===== config.mk =====
export PLATFORM = sky130hd
export DESIGN_NAME = mem_arbiter
export DESIGN_NICKNAME = d
export VERILOG_FILES = /design/src/rtl/mem_arb_pkg.sv /design/src/rtl/arb_watchdog.sv /design/src/rtl/mem_arbiter.sv
export SDC_FILE = /design/constraint.sdc
export NUM_CORES = 1
export LEC_CHECK = 0
export ABC_AREA = 1
export BUFFER_PORTS_ARGS = -buffer_cell sky130_fd_sc_hd__buf_4
export CORE_ASPECT_RATIO = 0.7
export CORE_MARGIN = 10
export CORE_UTILIZATION = 32
export DETAILED_ROUTE_END_ITERATION = 10
export MAX_ROUTING_LAYER = met4
export PLACE_DENSITY_LB_ADDON = 0.3
export SLEW_MARGIN = 20
export SYNTH_ARGS = -nofsm -noshare
export SYNTH_HDL_FRONTEND = slang
export SYNTH_HIERARCHICAL = 1
export SYNTH_SLANG_ARGS = --single-unit

===== constraint.sdc =====
create_clock -name CLK -period 1.6 [get_ports CLK]
set_input_delay 0.08 -clock CLK [delete_from_list [all_inputs] [get_ports CLK]]
set_output_delay 0.08 -clock CLK [all_outputs]
set_load 0.02 [all_outputs]

===== src/rtl/mem_arb_pkg.sv =====
// Types shared by the instruction/data memory arbiter.
// This package is kept apart from the core-wide type package.
package mem_arb_pkg;

  localparam int unsigned WordW = 32;

  typedef logic [WordW-1:0] word_t;

  typedef enum logic [1:0] {
    IDLE,
    IACC,
    DACC
  } arb_state_t;

endpackage


===== src/rtl/arb_watchdog.sv =====
// Loadable down-counter with a clear/expire interface.
// While load is high it re-arms; while enabled it counts down and flags expiry at zero.
module arb_watchdog #(
  parameter int unsigned W = 8
) (
  input  logic         clk,
  input  logic         rst,
  input  logic         load,
  input  logic [W-1:0] load_val,
  input  logic         en,
  output logic         expire
);

  logic [W-1:0] cnt_q, cnt_d;

  always_comb begin
    cnt_d = cnt_q;
    if (load) begin
      cnt_d = load_val;
    end else if (en && (cnt_q != '0)) begin
      cnt_d = cnt_q - W'(1);
    end
  end

  always_ff @(posedge clk) begin
    if (rst) begin
      cnt_q <= load_val;
    end else begin
      cnt_q <= cnt_d;
    end
  end

  assign expire = en && (cnt_q == '0);

endmodule


===== src/rtl/mem_arbiter.sv =====
// Single-port RAM arbiter between instruction fetch and data load/store.
// Data has priority; a starvation counter forces a pending fetch through, and a watchdog aborts hung accesses.
module mem_arbiter
  import mem_arb_pkg::*;
#(
  parameter int unsigned WORD_W     = WordW,
  parameter int unsigned STARVE_MAX = 4,
  parameter int unsigned TIMEOUT    = 255
) (
  input  logic              CLK,
  input  logic              RST,
  input  logic              iREN,
  input  logic [WORD_W-1:0] iaddr,
  output logic              iwait,
  output logic [WORD_W-1:0] iload,
  output logic              ierr,
  input  logic              dREN,
  input  logic              dWEN,
  input  logic [WORD_W-1:0] daddr,
  input  logic [WORD_W-1:0] dstore,
  output logic              dwait,
  output logic [WORD_W-1:0] dload,
  output logic              derr,
  output logic              ram_ren,
  output logic              ram_wen,
  output logic [WORD_W-1:0] ram_addr,
  output logic [WORD_W-1:0] ram_store,
  input  logic [WORD_W-1:0] ram_load,
  input  logic              ram_rdy,
  input  logic              ram_err
);

  localparam int unsigned SW = $clog2(STARVE_MAX + 1);
  localparam int unsigned WW = (TIMEOUT > 1) ? $clog2(TIMEOUT) : 1;

  arb_state_t    state_q, state_d;
  logic [SW-1:0] starve_q, starve_d;
  logic          d_req, i_force, wd_expire, fail, fin;

  // Watchdog is armed with TIMEOUT-1 in IDLE and expires on the TIMEOUT-th access cycle.
  arb_watchdog #(
    .W (WW)
  ) u_watchdog (
    .clk      (CLK),
    .rst      (RST),
    .load     (state_q == IDLE),
    .load_val (WW'(TIMEOUT - 1)),
    .en       (state_q != IDLE),
    .expire   (wd_expire)
  );

  always_comb begin
    d_req     = dREN | dWEN;
    i_force   = iREN && (starve_q == SW'(STARVE_MAX));
    fail      = ram_err || (wd_expire && !ram_rdy);
    fin       = (ram_rdy || fail) && !RST;
    state_d   = state_q;
    starve_d  = starve_q;
    ram_ren   = 1'b0;
    ram_wen   = 1'b0;
    ram_addr  = '0;
    ram_store = '0;
    iwait     = 1'b1;
    dwait     = 1'b1;
    ierr      = 1'b0;
    derr      = 1'b0;
    iload     = '0;
    dload     = '0;
    unique case (state_q)
      IDLE: begin
        if (d_req && !i_force) begin
          state_d = DACC;
          if (iREN && (starve_q != SW'(STARVE_MAX))) starve_d = starve_q + SW'(1);
        end else if (iREN) begin
          state_d  = IACC;
          starve_d = '0;
        end
      end
      IACC: begin
        if (!iREN) begin
          state_d = IDLE;
        end else begin
          ram_ren  = 1'b1;
          ram_addr = iaddr;
          if (fin) begin
            iwait   = 1'b0;
            ierr    = fail;
            iload   = fail ? '0 : ram_load;
            state_d = IDLE;
          end
        end
      end
      DACC: begin
        if (!d_req) begin
          state_d = IDLE;
        end else begin
          ram_addr  = daddr;
          ram_wen   = dWEN;
          ram_ren   = !dWEN;
          ram_store = dWEN ? dstore : '0;
          if (fin) begin
            dwait   = 1'b0;
            derr    = fail;
            dload   = (fail || dWEN) ? '0 : ram_load;
            state_d = IDLE;
          end
        end
      end
      default: state_d = IDLE;
    endcase
    // A fetch that is no longer pending carries no starvation history.
    if (!iREN) starve_d = '0;
  end

  always_ff @(posedge CLK) begin
    if (RST) begin
      state_q  <= IDLE;
      starve_q <= '0;
    end else begin
      state_q  <= state_d;
      starve_q <= starve_d;
    end
  end

endmodule


==> results.ini <==
[detailed_routing]
firstDrtPassIters=6
via_per_inst=5.54
drt_iter0_markers=414
drc=0
antenna_left=0
wl_um=21100
route.vias.total=4711
avgRoutedWirePerCell_um=24.8

[grt]
grt_pass1_wl_um=22100
first_global_vias=4266
grt_max_degree=35
grt_util_met1=0.247
busiest_layer=met2
antenna_found_initial=0
grt-ovfl-total=0
grtUsageTotal=0.246
grtUsageMet3=0.0473
grtUsageMet2=0.454

[worst_hold_path]
hold_path_class=in2reg
hold-path-endpoint=state_q[0]
whs_path_depth=2
hold_start=RST

[final_layout]
syn2layout_area_growth_pct=181
utilization=0.925
instances_no_fill=850
drive_gt1_frac=0.731
n_fill_cell=248
nNetsFinal=895
n_antenna_cell=0

[sta]
tns_ns=-73.12
finalCritPeriodShare=1.53
slew_viol_final=0
fmax_ghz=0.409
hold_viol=0
finalSetupViolCount=151
final.min_clock_period_ns=2.45
timing.hold.ws_ns=0.0804
fin_ws_ns=-0.846
rsz0062_at_grt=yes
fin_skew_ns=0.00493

[pwr]
p_leak_nw=3.20
pwr-share-clk=0.117
combinationalPowerShare=0.717
powerDensity_nw_per_um2=400
switching_share=0.464
pwr-share-seq=0.166
power.internal_mw=1.45
ir_worst_vdd_mv=0.356
power_switching_mw=1.26

[clock_network]
clkLatencyLatePin_ns=0.26
hold_buffers=0
cts_sinks=13
cts_root_buf=clkbuf_8
clk_path_buf_depth=2
cts_tree=yes
cts_buffers=3
cts.htree.levels=1
clkTransAtPathRegs_ns=0.06

[worst_setup_path]
cp.required_ns=1.52
reg2reg_depth=12
worstSetupPathType=reg2out
cp-end-kind=output port
reg2reg_from=u_watchdog/cnt_q[0]
critPathMaxFanout=5
cp-start-kind=flip-flop
r2r_end=u_watchdog/cnt_q[0]
cp.arrival_ns=2.37
ff2ff_setup_slack_ns=-0.49

[yosys]
syn_inst=429
ys_async_sr_fraction=0
avgSynthCellArea_um2=5.63
synth_edf_count=8
seq_area_frac_synth=0.141
synth.largest_area_cell=nand2_1
synth-seq-cells=13
synth_top_area_frac=0.152
synth_area_leaders=nand2_1 15%, nor2_1 15%, nand3_2 13%
synth_cell_types=35
synthFlopType=edfxtp_1
synth_warnings=6
synth_area_um2=2410

[placement]
placed_cells=813
pre_cts_slack_ns=-0.482
hpwl_um=11100
gp_congestion=0.905
portBuffers=268

[outcome]
violations=setup timing
status=complete, but fails checks

[die]
rows=26
start_util=0.330
chipHeight_um=92.7
die_w_um=124
dieArea_um2=11500
ios=269
coreArea_um2=7320

[run]
cap_violations=0

power groups by stage:
stage | Sequential (mW) | Clock (mW) | Combinational (mW)
after floorplan | 0.443 | 0 | 0.587
after global placement | 0.439 | 0 | 1.16
after detailed placement | 0.443 | 0 | 1.19
after CTS | 0.439 | 0.314 | 1.50
after global routing | 0.452 | 0.338 | 2.01
final | 0.451 | 0.317 | 1.94
worst max path at each step:
| stage | startpoint | end | slack, ns | cells after the start |
|---|---|---|---|---|
| final | u_watchdog/cnt_q[0] | iload[30] | -0.85 | 14 |
| after floorplan | u_watchdog/cnt_q[0] | dload[10] | -0.35 | 13 |
| after global placement | u_watchdog/cnt_q[0] | dload[22] | -0.33 | 13 |
| after detailed placement | u_watchdog/cnt_q[0] | iload[21] | -0.48 | 14 |
| after CTS | u_watchdog/cnt_q[0] | iload[21] | -0.59 | 14 |
| after global routing | u_watchdog/cnt_q[0] | iload[26] | -0.92 | 14 |
cell families (layout without fill, tap and decap cells):
logic type	count (synthesis)	in the layout	synth area share
flops	13	13	0.141
compound gates	51	51	0.109
buf+inv	97	414	0.190
fa+ha+maj	7	7	0.0363
xor+xnor	1	1	0.00363
simple gates	258	258	0.516
other cells	2	8	0.00311
state kept, by name (all words and copies together), names as in the netlist:
| name | count |
|---|---|
| starve_q | 3 |
| u_watchdog/cnt_q | 8 |
| state_q | 2 |
metrics by stage:
stage / total power, mW / area [um2]
global placement: 1.60 / 4810
finish: 2.71 / 6770
floorplan: 1.03 / 2520
detailed placement: 1.63 / 4810
CTS: 2.25 / 5600
global route: 2.80 / 6770
Yosys cell counts (all sizes together), types with 2 or more instances:
library cell,n
nand3,42
buf,16
inv,71
a21oi,39
clkbuf,9
conb,2
nand2,104
nor2,104
dfxtp,5
ha,7
o21ai,11
or2,2
edfxtp,8
nor4,4
worst max-delay path: stages (launching register included):
cell	delay, ns
edfxtp_1	0.44
inv_2	0.12
ha_4	0.14
inv_2	0.04
nor2_4	0.09
nand3_2	0.09
nor3b_2	0.24
inv_2	0.10
nand3_4	0.12
nand2_8	0.08
inv_6	0.09
buf_4	0.15
nand3_2	0.09
nor2_1	0.15
buf_4	0.18
layout by cell type (no fill, tap or decap), drive strengths merged:
master / count
or2: 2
conb: 8
a31oi: 1
nor4: 4
clkinv: 2
nand3: 42
dfxtp: 5
nand2: 104
bufbuf: 3
nor3: 1
ha: 7
a21oi: 39
buf: 330
inv: 71
clkbuf: 8
xor2: 1
edfxtp: 8
nor2: 104
nor3b: 1
o21ai: 11
layer usage:
metal	share of wire	vias to the layer above
met3	0.097	121
met5	0	-
li1	-	1964
met2	0.51	411
met4	0.067	0
met1	0.33	2215
repair_timing:
| action | CTS | global route |
|---|---|---|
| buffers inserted | 14 | 12 |
| cloned | 10 | 6 |
| setup endpoints to repair | 111 | 150 |
| gates resized for setup | 95 | 280 |
| hold endpoints to repair | 0 | 0 |
| pin swaps | 20 | 52 |
cell type report:
type / instances / area [um2] / share of cell area
inverter: 72 / 293 / 0.0432
tap: 98 / 123 / 0.0181
timing repair inverter: 1 / 8.76 / 0.00129
timing repair buffer: 337 / 3290 / 0.486
multi-input combinational: 325 / 2670 / 0.394
clock buffer: 4 / 45.0 / 0.00665
sequential: 13 / 343 / 0.0506
Power figures use the tool's default switching activity.
